File: src/rtl/instr_fetch_unit.sv
// Instruction fetch / PC sequencing stage: fetches one word per instruction over a
// request/valid handshake, holds it for decode, then selects the next PC.
module instr_fetch_unit #(
    parameter logic [31:0] RESET_PC = 32'h0000_0000,
    parameter int unsigned TIMEOUT  = 255
) (
    input  logic        Clock,
    input  logic        Resetn,
    output logic        IMemReq,
    output logic [31:0] IMemAddr,
    input  logic [31:0] IMemRdata,
    input  logic        IMemValid,
    output logic [31:0] Inst,
    output logic [5:0]  OP,
    output logic [5:0]  Func,
    output logic        InstValid,
    input  logic        Jump,
    input  logic        Branch,
    input  logic        Zero,
    input  logic        Stall,
    output logic [31:0] PC,
    output logic [31:0] PCPlus4,
    output logic        Fault,
    output logic [31:0] RetiredCount
);

    localparam logic [31:0] TMO_LIMIT = 32'(TIMEOUT);

    typedef enum logic [1:0] {
        IDLE  = 2'd0,
        FETCH = 2'd1,
        EXEC  = 2'd2,
        FAULT = 2'd3
    } state_t;

    state_t      state_reg, state_next;
    logic [31:0] pc_reg, pc_next;
    logic [31:0] inst_reg, inst_next;
    logic [31:0] retired_reg, retired_next;
    logic [31:0] tmo_cnt_reg, tmo_cnt_next;

    logic [31:0] pc_plus4;
    logic [31:0] jump_target;
    logic [31:0] branch_offset;
    logic [31:0] branch_target;
    logic [31:0] next_pc;
    logic [31:0] tmo_inc;

    // Target computation; all additions wrap modulo 2^32.
    assign pc_plus4      = pc_reg + 32'd4;
    assign jump_target   = {pc_plus4[31:28], inst_reg[25:0], 2'b00};
    assign branch_offset = {{14{inst_reg[15]}}, inst_reg[15:0], 2'b00};
    assign branch_target = pc_plus4 + branch_offset;
    assign tmo_inc       = tmo_cnt_reg + 32'd1;

    // Jump takes priority over a taken branch.
    always_comb begin
        next_pc = pc_plus4;
        if (Jump) begin
            next_pc = jump_target;
        end else if (Branch && Zero) begin
            next_pc = branch_target;
        end
    end

    always_ff @(posedge Clock or negedge Resetn) begin
        if (!Resetn) begin
            state_reg   <= IDLE;
            pc_reg      <= RESET_PC;
            inst_reg    <= 32'd0;
            retired_reg <= 32'd0;
            tmo_cnt_reg <= 32'd0;
        end else begin
            state_reg   <= state_next;
            pc_reg      <= pc_next;
            inst_reg    <= inst_next;
            retired_reg <= retired_next;
            tmo_cnt_reg <= tmo_cnt_next;
        end
    end

    always_comb begin
        state_next   = state_reg;
        pc_next      = pc_reg;
        inst_next    = inst_reg;
        retired_next = retired_reg;
        tmo_cnt_next = tmo_cnt_reg;
        case (state_reg)
            IDLE: begin
                tmo_cnt_next = 32'd0;
                state_next   = FETCH;
            end
            FETCH: begin
                if (IMemValid) begin
                    inst_next    = IMemRdata;
                    tmo_cnt_next = 32'd0;
                    state_next   = EXEC;
                end else begin
                    tmo_cnt_next = tmo_inc;
                    // A zero limit disables the timeout entirely.
                    if ((TMO_LIMIT != 32'd0) && (tmo_inc == TMO_LIMIT)) begin
                        state_next = FAULT;
                    end
                end
            end
            EXEC: begin
                if (!Stall) begin
                    pc_next      = next_pc;
                    retired_next = retired_reg + 32'd1;
                    state_next   = FETCH;
                end
            end
            FAULT: begin
                state_next = FAULT;
            end
            default: begin
                state_next = IDLE;
            end
        endcase
    end

    // Status outputs decode straight from state so reset drops them without a clock edge.
    assign IMemReq      = (state_reg == FETCH);
    assign InstValid    = (state_reg == EXEC);
    assign Fault        = (state_reg == FAULT);
    assign IMemAddr     = pc_reg;
    assign PC           = pc_reg;
    assign PCPlus4      = pc_plus4;
    assign Inst         = inst_reg;
    assign OP           = inst_reg[31:26];
    assign Func         = inst_reg[5:0];
    assign RetiredCount = retired_reg;

endmodule

File: config.mk
export PLATFORM = sky130hd
export DESIGN_NAME = instr_fetch_unit
export DESIGN_NICKNAME = d
export VERILOG_FILES = /design/src/rtl/instr_fetch_unit.sv
export SDC_FILE = /design/constraint.sdc
export NUM_CORES = 1
export LEC_CHECK = 0
export BUFFER_PORTS_ARGS = -buffer_cell sky130_fd_sc_hd__buf_4
export CORE_ASPECT_RATIO = 1.2
export CORE_MARGIN = 4
export CORE_UTILIZATION = 45
export DETAILED_ROUTE_END_ITERATION = 7
export PLACE_DENSITY_LB_ADDON = 0.12
export SLEW_MARGIN = 20
export SYNTH_ARGS = -nofsm -noshare
export SYNTH_HDL_FRONTEND = slang
export SYNTH_SLANG_ARGS = --single-unit
File: constraint.sdc
create_clock -name Clock -period 8.6 [get_ports Clock]
set_input_delay 2.15 -clock Clock [delete_from_list [all_inputs] [get_ports Clock]]
set_output_delay 2.15 -clock Clock [all_outputs]
set_load 0.05 [all_outputs]
After elaboration in Yosys (flattened, before gate mapping). Index checks and enable logic that the tools add are counted.

Add/subtract/negate cells: 4. Equal/unequal tests: 6. Mux-type cells: 8. Bitwise operators: 1. Reduce and logical (&&, ||, !) cells: 6.

Operator list (number): two-way mux 32 bit (3); adder 32 x 1 -> 32 bit, second input constant (2); case mux 32 bit (2 select lines) (1); adder 32 x 3 -> 32 bit, second input constant (1); adder 32 bit (1); equality test 32 x 8 -> 1 bit, second input constant (1); case mux 2 bit (4 select lines) (1); two-way mux 2 bit (3); AND reduction 2 bit (3); equality test 2 bit, second input constant (2); != test 3 x 1 -> 1 bit, second input constant (1); equality test 2 x 1 -> 1 bit, second input constant (1); logical NOT 2 bit (1); != test 2 bit, second input constant (1); nonzero test 2 bit (1); logical AND 1 bit (1); inverter 1 bit (1).

Bits in registers: 130. Input port bits: 39. Word-level logic and storage cells: 30.

Depth between registers and ports, before layout.
Word-level depth: 5. Gate-level depth with buffers: 15.

Least setup slack after synthesis. No wires, ideal clock.

Path kind: reg-to-output. Start point: register pc_reg[16] (netlist: IMemAddr[16]). End point: output port PCPlus4[28]. Arrival time: 2.689 ns. Required time: 6.450 ns. Setup slack: 3.761 ns. Cell stages (with the launch flop): 7. Path buffers: 1. Path through: dfrtp_1 and3_1 clkbuf_1 nand4_1 nor4_1 nand4_1 xnor2_1.

Word-level cells in the longest chain between the ends: 1.

Ends and longest elaborated chain: from (decl) (line 37) `logic [31:0] pc_reg, pc_next;`; from (signal assigned) (line 75) `pc_reg <= pc_next;`; adder 32 x 3 -> 32 bit (line 50) `assign pc_plus4 = pc_reg + 32'd4;`; to (decl) (line 22) `output logic [31:0] PCPlus4,`.

Every way passes these cells.

Worst setup path after layout.
Start point: register pc_reg[2] (netlist: IMemAddr[2]). End point: output port PCPlus4[28].

Same word-level chain as after synthesis.

==> impl_results.md <==
* Gate Count Post-Synth at 1018
* Port Buf Inserts at a little over 200
* Max Transition Viols Final at 0
* Final-report hold violation count at 0
* Total Routing Usage GR at about 23%
* Setup tns final at 0 ns
* Total gr overflow at 0
* Clock Sinks at roughly 130
* Power density over cell area at between 400 and 500 nW/um^2
* Nature of the critical path endpoint: output port
* Routed WL per cell at ~18 um
* Tightest Hold Check Type: reg2reg
* Hold Buf Count CTS at 0
* Fmax at just under 200 MHz
* Crit-path max cell delay at 0.75 ns
* Final Net Count at ~1200
* Reg2Reg Capture Point: IMemAddr[29]
* Total setup buffers inserted after CTS at 0
* Antenna Diode Count at 0
* Ys flop type: dfrtp_1
* CP arrival at roughly 3.0 ns
* Most common cell after layout, fill and taps aside: buf_4
* Leak at between 5 and 6 nW
* Clock Skew at slightly above 0.009 ns
* Startpoint types: flop
* Vias at slightly above 8000
* Area Overhead vs Synth at 21.6%
* RSZ-0062 raised after global routing: false
* PostCTS Resize Cnt at 0
* Measured slew at the worst slew-check pin at 0.959 ns
* #FFs+latches synth at between 100 and 150
* Final worst setup slack at ~3.5 ns
* CP endpoint: PCPlus4[28]
* H-tree lvl count at 4
* Row count at 56
* Iter 0 DRT Violations at roughly 610
* First-pass GRT wire length at approximately 41000 um
* RePlAce Congestion at about 0.86
* Via density at roughly 5.6
* Status: finished, final reports clean
* Commonest cells after routing, fill and taps aside: 214 x buf_4, 128 x dfrtp_1, 114 x nand2_1
* # setup viols final at 0
* Root buffer cell: clkbuf_16
* DP HPWL at about 18000 um
* Number of synthesized flops with an enable pin at 0
* Crit Path Category: reg2out
* Pre-CTS setup slack at 3.93 ns
* Synth cell types at 74
* TritonCTS Buffers at 17
* # IOs at ~210
* Netlist Area Pre-Place at 9000 sq um
* Critical path origin: IMemAddr[2]
* Starting Density at between 40 and 50%
* Drt drc at 0
* Sequential-to-total area share from yosys stat at between 30% and 40%
* Req. time, crit path at 6.45 ns
* Fin crit period at between 5 and 6 ns
* Worst r2r path cells at 14
* Ordered list of cells on the worst path: ha_1, nand3_1, nor4_1, nand4_1, xnor2_1, buf_4
* Worst skew pair latency at around 0.43 ns
* Die X at ~140 um
* RR Startpoint: IMemAddr[2]
* Async SR Flop Fraction at 100%
* CP max FO at 7
* Die area at approximately 22000 sq um
* Initial antenna violation count at 0
* Core area at around 20000 sq um
* CTS tree: built
* Largest net degree at the start of global routing at 73
* Layout cells sized above 1 at approximately a quarter
* Rel. slew slack at between 30 and 40%
* R2r setup slk at around 4.3 ns
* WL final at 25700 um
* Avg Cell Area, Syn at just under 9 sq um
* First-pass DRT Iterations at 5
* Final ANT Viol Nets at 0
* Slowest CP cell: nor4_1
* Max Root-Sink Buffers at 2
* Final Cycle Share at roughly 60%
* Max-Cap Viols at 0
* Vias in the first global route at between 7000 and 8000
* Die Height at around 160 um
* Synthesis Warnings at 0
* Fill count at between 1500 and 2000
* CTS clk-pin slew, worst paths at approximately 0.070 ns
* Peak supply drop at around 0.35 mV
-- cell usage after synthesis (7+ instances only) --
cell / count / area (sq um)
nand3_1: 43 / 215
a211oi_1: 12 / 90.1
o22ai_1: 11 / 68.8
nand4_1: 18 / 113
a21o_1: 19 / 143
xnor2_1: 60 / 526
buf_4: 48 / 360
a21oi_1: 55 / 275
dfrtp_1: 128 / 3200
xor2_1: 27 / 236
and2_1: 10 / 62.6
ha_1: 39 / 488
nor2_1: 71 / 267
inv_1: 13 / 48.8
and3_1: 19 / 119
o21ai_0: 92 / 460
nor3_1: 11 / 55.1
and4_1: 13 / 114
clkbuf_1: 31 / 116
nand2_1: 115 / 432
a31oi_1: 14 / 87.6
nand2b_1: 8 / 50.1
or3_1: 10 / 62.6
nor4_1: 7 / 43.8
mux2_2: 34 / 383
o31ai_1: 13 / 97.6
-- cells by family (layout without fill, tap and decap cells) --
logic type	Yosys count	count (layout)	synth area share (%)
fa+ha+maj	40	40	5.64
mux	38	38	4.70
compound gates	261	261	17.5
other cells	1	6	0.0417
simple gates	359	359	20.6
flops	128	128	35.6
xor+xnor	87	87	8.47
buf+inv	104	260	7.46
-- layout make-up --
class | count | area, sq um | share of cell area (%)
multi-input combinational | 791 | 5150 | 47.1
sequential | 128 | 3200 | 29.3
timing repair buffer | 215 | 1620 | 14.8
clock buffer | 17 | 425 | 3.89
tap | 261 | 327 | 2.98
clock inverter | 15 | 165 | 1.51
inverter | 13 | 48.8 | 0.446
-- how the worst min path moves through the flow --
stage                     start               end  slack (ns)  cells after the start
6_report       RetiredCount[31]  RetiredCount[31]        0.47                      1
3_5_place_dp   RetiredCount[31]  RetiredCount[31]        0.46                      1
3_3_place_gp   RetiredCount[31]  RetiredCount[31]        0.46                      1
2_1_floorplan   tmo_cnt_reg[29]   tmo_cnt_reg[29]        0.49                      2
4_1_cts        RetiredCount[31]  RetiredCount[31]        0.48                      1
5_1_grt        RetiredCount[31]  RetiredCount[31]        0.49                      1
-- metrics by stage --
step / total power [mW] / cell area (sq um) / std cells / util (%) / hold slack [ns]
5_1_grt: 5.18 / 10900 / 1440 / 55.8 / 0.490
3_5_place_dp: 4.14 / 10400 / 1408 / 52.8 / 0.463
3_3_place_gp: 4.12 / 10400 / 1408 / 52.8 / 0.464
2_1_floorplan: 3.36 / 9020 / 1023 / - / 0.486
4_1_cts: 4.89 / 10900 / 1440 / 55.8 / 0.478
6_report: 4.89 / 10900 / 1440 / 55.8 / 0.473
-- worst max-delay path, delay by kind of cell (launching register included) --
family                   cells  cell delay [ns]
XOR/XNOR                     1             0.34
AND/OR/NAND/NOR              3             1.25
adder cells (fa/ha/maj)      1             0.23
flip-flops                   1             0.45
buffers and inverters        1             0.27
-- power by group --
part           internal [mW]  leakage, nW  switching [mW]
Combinational           1.04         3.12            2.14
Sequential             0.754         1.65           0.216
Clock                  0.390        0.287           0.348
-- metal layers --
metal | global-route usage, % | wire (um)
met1 | 30.9 | 11300
met2 | 38.7 | 12600
met3 | 4.39 | 1540
met4 | 6.26 | 321
met5 | 0 | 0
Note: power is estimated with default switching activity, not from simulation.
